`src/rtl/mem_pkg.sv`:
```
// Shared types, constants and helpers for the word-addressed memory responder.
// The optional alignment check in mem_responder is enabled by MEM_ALIGN_CHECK_EN.
package mem_pkg;

    typedef enum logic [1:0] {
        IDLE = 2'd0,
        BUSY = 2'd1,
        RESP = 2'd2
    } mem_state_t;

    localparam logic [31:0] ERR_RDATA = 32'h0000_0000;
    localparam int          CNT_W     = 4;

    // Uses the whole word address so high addresses cannot alias into the array.
    function automatic logic in_range(input logic [31:0] adr, input int unsigned depth);
        return (adr >> 2) < depth;
    endfunction

endpackage

```
`src/rtl/mem_array.sv`:
```
// Single-port word memory: synchronous write, synchronous registered read.
// The read register holds its value until the next read or clear.
module mem_array
    import mem_pkg::*;
#(
    parameter int DEPTH_WORDS = 64,
    parameter int AW          = (DEPTH_WORDS > 1) ? $clog2(DEPTH_WORDS) : 1
) (
    input  logic          clk,
    input  logic          rst_n,
    input  logic          we,
    input  logic          re,
    input  logic          rclr,
    input  logic [AW-1:0] addr,
    input  logic [31:0]   wdata,
    output logic [31:0]   rdata
);

    logic [31:0] mem [DEPTH_WORDS];

    // Contents are deliberately left unreset.
    always_ff @(posedge clk) begin
        if (we) begin
            mem[addr] <= wdata;
        end
    end

    always_ff @(posedge clk or negedge rst_n) begin
        if (!rst_n) begin
            rdata <= '0;
        end else if (rclr) begin
            rdata <= ERR_RDATA;
        end else if (re) begin
            rdata <= mem[addr];
        end
    end

endmodule

```
`src/rtl/mem_responder.sv`:
```
// Memory responder for the multicycle processor's shared port: accepts one request,
// waits WAIT_STATES cycles, performs the access and pulses MemReady. Macro: MEM_ALIGN_CHECK_EN.
module mem_responder
    import mem_pkg::*;
#(
    parameter int DEPTH_WORDS = 64,
    parameter int WAIT_STATES = 2
) (
    input  logic        clk,
    input  logic        reset,
    input  logic        MemReq,
    input  logic        MemWrite,
    input  logic [31:0] Adr,
    input  logic [31:0] WriteData,
    output logic [31:0] ReadData,
    output logic        MemReady,
    output logic        MemErr,
    output mem_state_t  dbg_state
);

    localparam int AW = (DEPTH_WORDS > 1) ? $clog2(DEPTH_WORDS) : 1;

    // Handshake: a request is taken on any edge where MemReq=1 and the FSM is in IDLE
    // or RESP; inputs are ignored otherwise. Completion is the single RESP cycle in
    // which MemReady=1; MemErr and ReadData are meaningful in that cycle.

    mem_state_t      state, state_next;
    logic [CNT_W-1:0] cnt, cnt_next;
    logic            accept;
    logic            do_access;

    logic            write_q;
    logic            err_q;
    logic [AW-1:0]   idx_q;
    logic [31:0]     wdata_q;
    logic            adr_misaligned;
    logic            req_err;

`ifdef MEM_ALIGN_CHECK_EN
    assign adr_misaligned = |Adr[1:0];
`else
    logic unused_adr_lsb;
    assign unused_adr_lsb = ^Adr[1:0];
    assign adr_misaligned = 1'b0;
`endif

    assign req_err = !in_range(Adr, DEPTH_WORDS) || adr_misaligned;

    always_ff @(posedge clk or negedge reset) begin
        if (!reset) begin
            state <= IDLE;
            cnt   <= '0;
        end else begin
            state <= state_next;
            cnt   <= cnt_next;
        end
    end

    always_comb begin
        state_next = state;
        cnt_next   = cnt;
        accept     = 1'b0;
        do_access  = 1'b0;
        case (state)
            IDLE: begin
                if (MemReq) begin
                    accept = 1'b1;
                end
            end
            BUSY: begin
                if (cnt != '0) begin
                    cnt_next = cnt - 1'b1;
                end else begin
                    do_access  = 1'b1;
                    state_next = RESP;
                end
            end
            RESP: begin
                if (MemReq) begin
                    accept = 1'b1;
                end else begin
                    state_next = IDLE;
                end
            end
            default: begin
                state_next = IDLE;
            end
        endcase
        if (accept) begin
            state_next = BUSY;
            cnt_next   = CNT_W'(WAIT_STATES);
        end
    end

    // Error status is resolved at acceptance so the commit edge only needs a flag.
    always_ff @(posedge clk or negedge reset) begin
        if (!reset) begin
            write_q <= 1'b0;
            err_q   <= 1'b0;
            idx_q   <= '0;
            wdata_q <= '0;
        end else if (accept) begin
            write_q <= MemWrite;
            err_q   <= req_err;
            idx_q   <= Adr[AW+1:2];
            wdata_q <= WriteData;
        end
    end

    mem_array #(
        .DEPTH_WORDS (DEPTH_WORDS),
        .AW          (AW)
    ) u_array (
        .clk   (clk),
        .rst_n (reset),
        .we    (do_access && write_q && !err_q),
        .re    (do_access && !write_q && !err_q),
        .rclr  (do_access && !write_q && err_q),
        .addr  (idx_q),
        .wdata (wdata_q),
        .rdata (ReadData)
    );

    assign MemReady  = (state == RESP);
    assign MemErr    = (state == RESP) && err_q;
    assign dbg_state = state;

endmodule

```
`config.mk`:
```
export PLATFORM = sky130hd
export DESIGN_NAME = mem_responder
export DESIGN_NICKNAME = d
export VERILOG_FILES = /design/src/rtl/mem_pkg.sv /design/src/rtl/mem_array.sv /design/src/rtl/mem_responder.sv
export SDC_FILE = /design/constraint.sdc
export NUM_CORES = 2
export LEC_CHECK = 0
export BUFFER_PORTS_ARGS = -buffer_cell sky130_fd_sc_hd__buf_2
export CAP_MARGIN = 30
export CELL_PAD_IN_SITES_DETAIL_PLACEMENT = 0
export CELL_PAD_IN_SITES_GLOBAL_PLACEMENT = 1
export CORE_MARGIN = 4
export CORE_UTILIZATION = 55
export CTS_BUF_LIST = sky130_fd_sc_hd__clkbuf_8
export DETAILED_ROUTE_END_ITERATION = 6
export PLACE_DENSITY_LB_ADDON = 0.12
export SETUP_SLACK_MARGIN = 0.05
export SYNTH_ARGS = -nofsm -noshare
export SYNTH_HDL_FRONTEND = slang
export SYNTH_SLANG_ARGS = --single-unit
```
`constraint.sdc`:
```
create_clock -name clk -period 5.58 [get_ports clk]
set_input_delay 0.837 -clock clk [delete_from_list [all_inputs] [get_ports clk]]
set_output_delay 0.837 -clock clk [all_outputs]
set_load 0.05 [all_outputs]
```
==> flow_metrics.tcl <==
set metrics [dict create \
    finalHoldViolCount 0 \
    path_max_fanout 61 \
    intPower_mw 31.3 \
    vdd_drop_max_mv 0.500 \
    max_freq_ghz 0.230 \
    hold-path-endpoint "wdata_q[19]" \
    finalPower_mw 48.8 \
    r2r_cells 5 \
    grt_max_degree 122 \
    rsz0062_at_grt "no" \
    whs_ns 0.0955 \
    finalSetupViolCount 0 \
    fin_crit_sh_pct 77.9 \
    cts_tree "done" \
    synth-main-ff-cell "edfxtp_1" \
    critPathRequiredTime_ns 6.27 \
    multi_input_area_mm2 0.0168 \
    hp-class "input port to flip-flop" \
    nFillCells 10600 \
    pwr-share-seq_pct 42.9 \
    grt-ovfl-total 0 \
    drt_pre_antenna_iters 7 \
    grt_util_all_layers_pct 28.8 \
    synth_top_cell_by_area "edfxtp_1" \
    start_util_pct 55.4 \
    rows 141 \
    syn_area_per_cell_um2 17.2 \
    syn_to_final_growth_pct 13.1 \
    synth_edf_count 2048 \
    cts_resized 0 \
    path_clk_slew_ns 0.06 \
    numCtsBuffers 350 \
    die_h_um 394 \
    synth_top_cell_area_share_pct 75.0 \
    ys_ff_latch 2126 \
    synthArstFlopShare_pct 3.67 \
    seq_area_frac_synth_pct 77.4 \
    synthDistinctLibCells 59 \
    grt_pass1_vias 46000 \
    syn-num-nets 4836 \
    cts.sinks 2126 \
    synth_common_cells "edfxtp_1 (2048), mux2i_1 (502), o22ai_1 (277)" \
    insertion_delay_ns 1.03 \
    path_class "flip-flop to flip-flop" \
    synth_area_mm2 0.0820 \
    wl_per_cell_um 31.1 \
    seq_area_mm2 0.0635 \
    r2r_end "u_array.mem[14][19]" \
    portBuffers 101 \
    nets 5163 \
    htreeDepth 5 \
    crit_arrival_ns 5.04 \
    tightest_slew_ns 1.04 \
    ios 104 \
    swShare_pct 35.9 \
    cts-root-buf "clkbuf_8" \
    drcViolationCount 0 \
    skew_ns 0.0700 \
    cp-start-kind "flip-flop" \
    synth.most_common_cell "edfxtp_1" \
    min_from "WriteData[19]" \
    relSlewSlack_pct 30.3 \
    ant_nets 0 \
    final_core_util_pct 62.7 \
    syn_inst 4767 \
    reg2reg_from "idx_q[2]" \
    core_area_mm2 0.148 \
    p_leak_nw 31.5 \
    power_density_mw_per_mm2 526 \
    cts_buffer_depth 4 \
    maxSlewViolCount 0 \
    die_area_mm2 0.155 \
    grt_pass1_wl_um 323000 \
    fp.dieW_um 394 \
    yosys_warnings 0 \
    maxCapViolCount 0 \
    drive_above_1_share_pct 16.6 \
    drt-vias-per-instance 6.42 \
    netlist_top_cells_area "edfxtp_1 (75%), mux2i_1 (6.1%), dfrtp_1 (2.4%)" \
    pwr-share-comb_pct 31.7 \
    antenna_found_initial 6 \
    drt_iter0_markers 5347 \
    post-route-min-period_ns 4.35 \
    post-cts-setup-buffer-count 0 \
    worstSetupEndpointType "flip-flop" \
    vias 46800 \
    reg2reg_slack_ns 1.23 \
    gp_congestion 0.820 \
    tns_ns 0 \
    status "finished clean" \
    whs_path_depth 2 \
    hpwl_um 127000 \
    routed_wirelength_um 226000 \
    pwr-share-clk_pct 25.4 \
    p_sw_mw 17.5 \
]
==> logic make-up after synthesis <==
group / Yosys count / share of synthesized area [%]
AOI/OAI and AO/OA: 1104 / 10.2
xor gates and xnor gates: 3 / 0.0321
buffers and inverters: 534 / 2.83
DFF: 2126 / 77.4
muxes: 555 / 7.02
and+or+nand+nor: 444 / 2.48
adders and majority gates: 1 / 0.0153
==> worst max-delay path, cell delays in order, from the launching register on <==
cell,delay [ns]
dfrtp_4,1.00
inv_6,0.40
nor4b_2,0.60
nand2_1,0.66
nor2_4,0.99
buf_4,0.36
==> per-layer routing <==
| metal | up-vias | GRT usage [%] | share of wire, % |
|---|---|---|---|
| met5 | - | 0 | 0.0088 |
| met4 | 2 | 9.25 | 2.9 |
| met3 | 366 | 7.56 | 9.4 |
| met2 | 2238 | 44.6 | 47 |
| met1 | 24000 | 40.2 | 41 |
| li1 | 20100 | - | - |
==> how the worst max path moves through the flow <==
stage,start,endpoint,slack [ns],cells after the start
after detailed placement,idx_q[2],u_array.mem[21][28],1.31,5
after CTS,idx_q[2],u_array.mem[21][1],1.32,5
after global placement,idx_q[2],u_array.mem[14][16],1.39,5
after global routing,idx_q[2],u_array.mem[14][23],1.09,5
after floorplan,idx_q[2],u_array.mem[24][0],2.15,7
final,idx_q[2],u_array.mem[14][19],1.23,5
==> state kept, by name, indices dropped and copies added (netlist names) <==
signal / flops
wdata_q: 32
dbg_state: 2
err_q: 1
write_q: 1
idx_q: 6
u_array.rdata: 32
u_array.mem: 2048
cnt: 4
==> power by group through the flow <==
| stage | Clock [mW] | Sequential, mW | Combinational (mW) |
|---|---|---|---|
| 2_1_floorplan | 0 | 21.9 | 8.16 |
| 3_3_place_gp | 0 | 22.3 | 13.7 |
| 3_5_place_dp | 0 | 21.4 | 15.0 |
| 4_1_cts | 12.6 | 21.1 | 15.1 |
| 5_1_grt | 13.4 | 20.9 | 16.3 |
| 6_report | 12.4 | 20.9 | 15.5 |
==> timing repair <==
action,in CTS,in global routing
hold endpoints to repair,68,0
setup endpoints to repair,0,0
hold buffers,30,0
==> cell type report <==
class	instances	share of cell area, %
Sequential cell	2126	68.5
Multi-Input combinational cell	2107	18.1
Clock buffer	375	5.56
Timing Repair Buffer	324	3.31
Tap cell	1930	2.60
Clock inverter	230	1.18
Inverter	185	0.754
Antenna cell	5	0.0135
==> through the flow <==
step           instance area, µm²  setup WS [ns]  instances
6_report                    92800           1.23       7282
5_1_grt                     92800           1.09       7278
4_1_cts                     92700           1.32       7273
3_5_place_dp                86100           1.31       6638
3_3_place_gp                85800           1.39       6621
2_1_floorplan               82000           2.15       4767
==> layout by cell type, fill, tap and decap left out, types with 64 or more instances in the layout <==
cell	n
a21oi_1	92
a221o_1	180
a221oi_1	127
buf_2	100
buf_4	129
clkbuf_8	375
clkinv_1	64
edfxtp_1	2048
inv_1	314
mux2i_1	502
nand2_1	224
nor2_1	71
nor2_4	66
o21ai_0	69
o22ai_1	277
o31ai_1	90
o32ai_1	180
No activity file was read; power rests on OpenSTA's default activity.
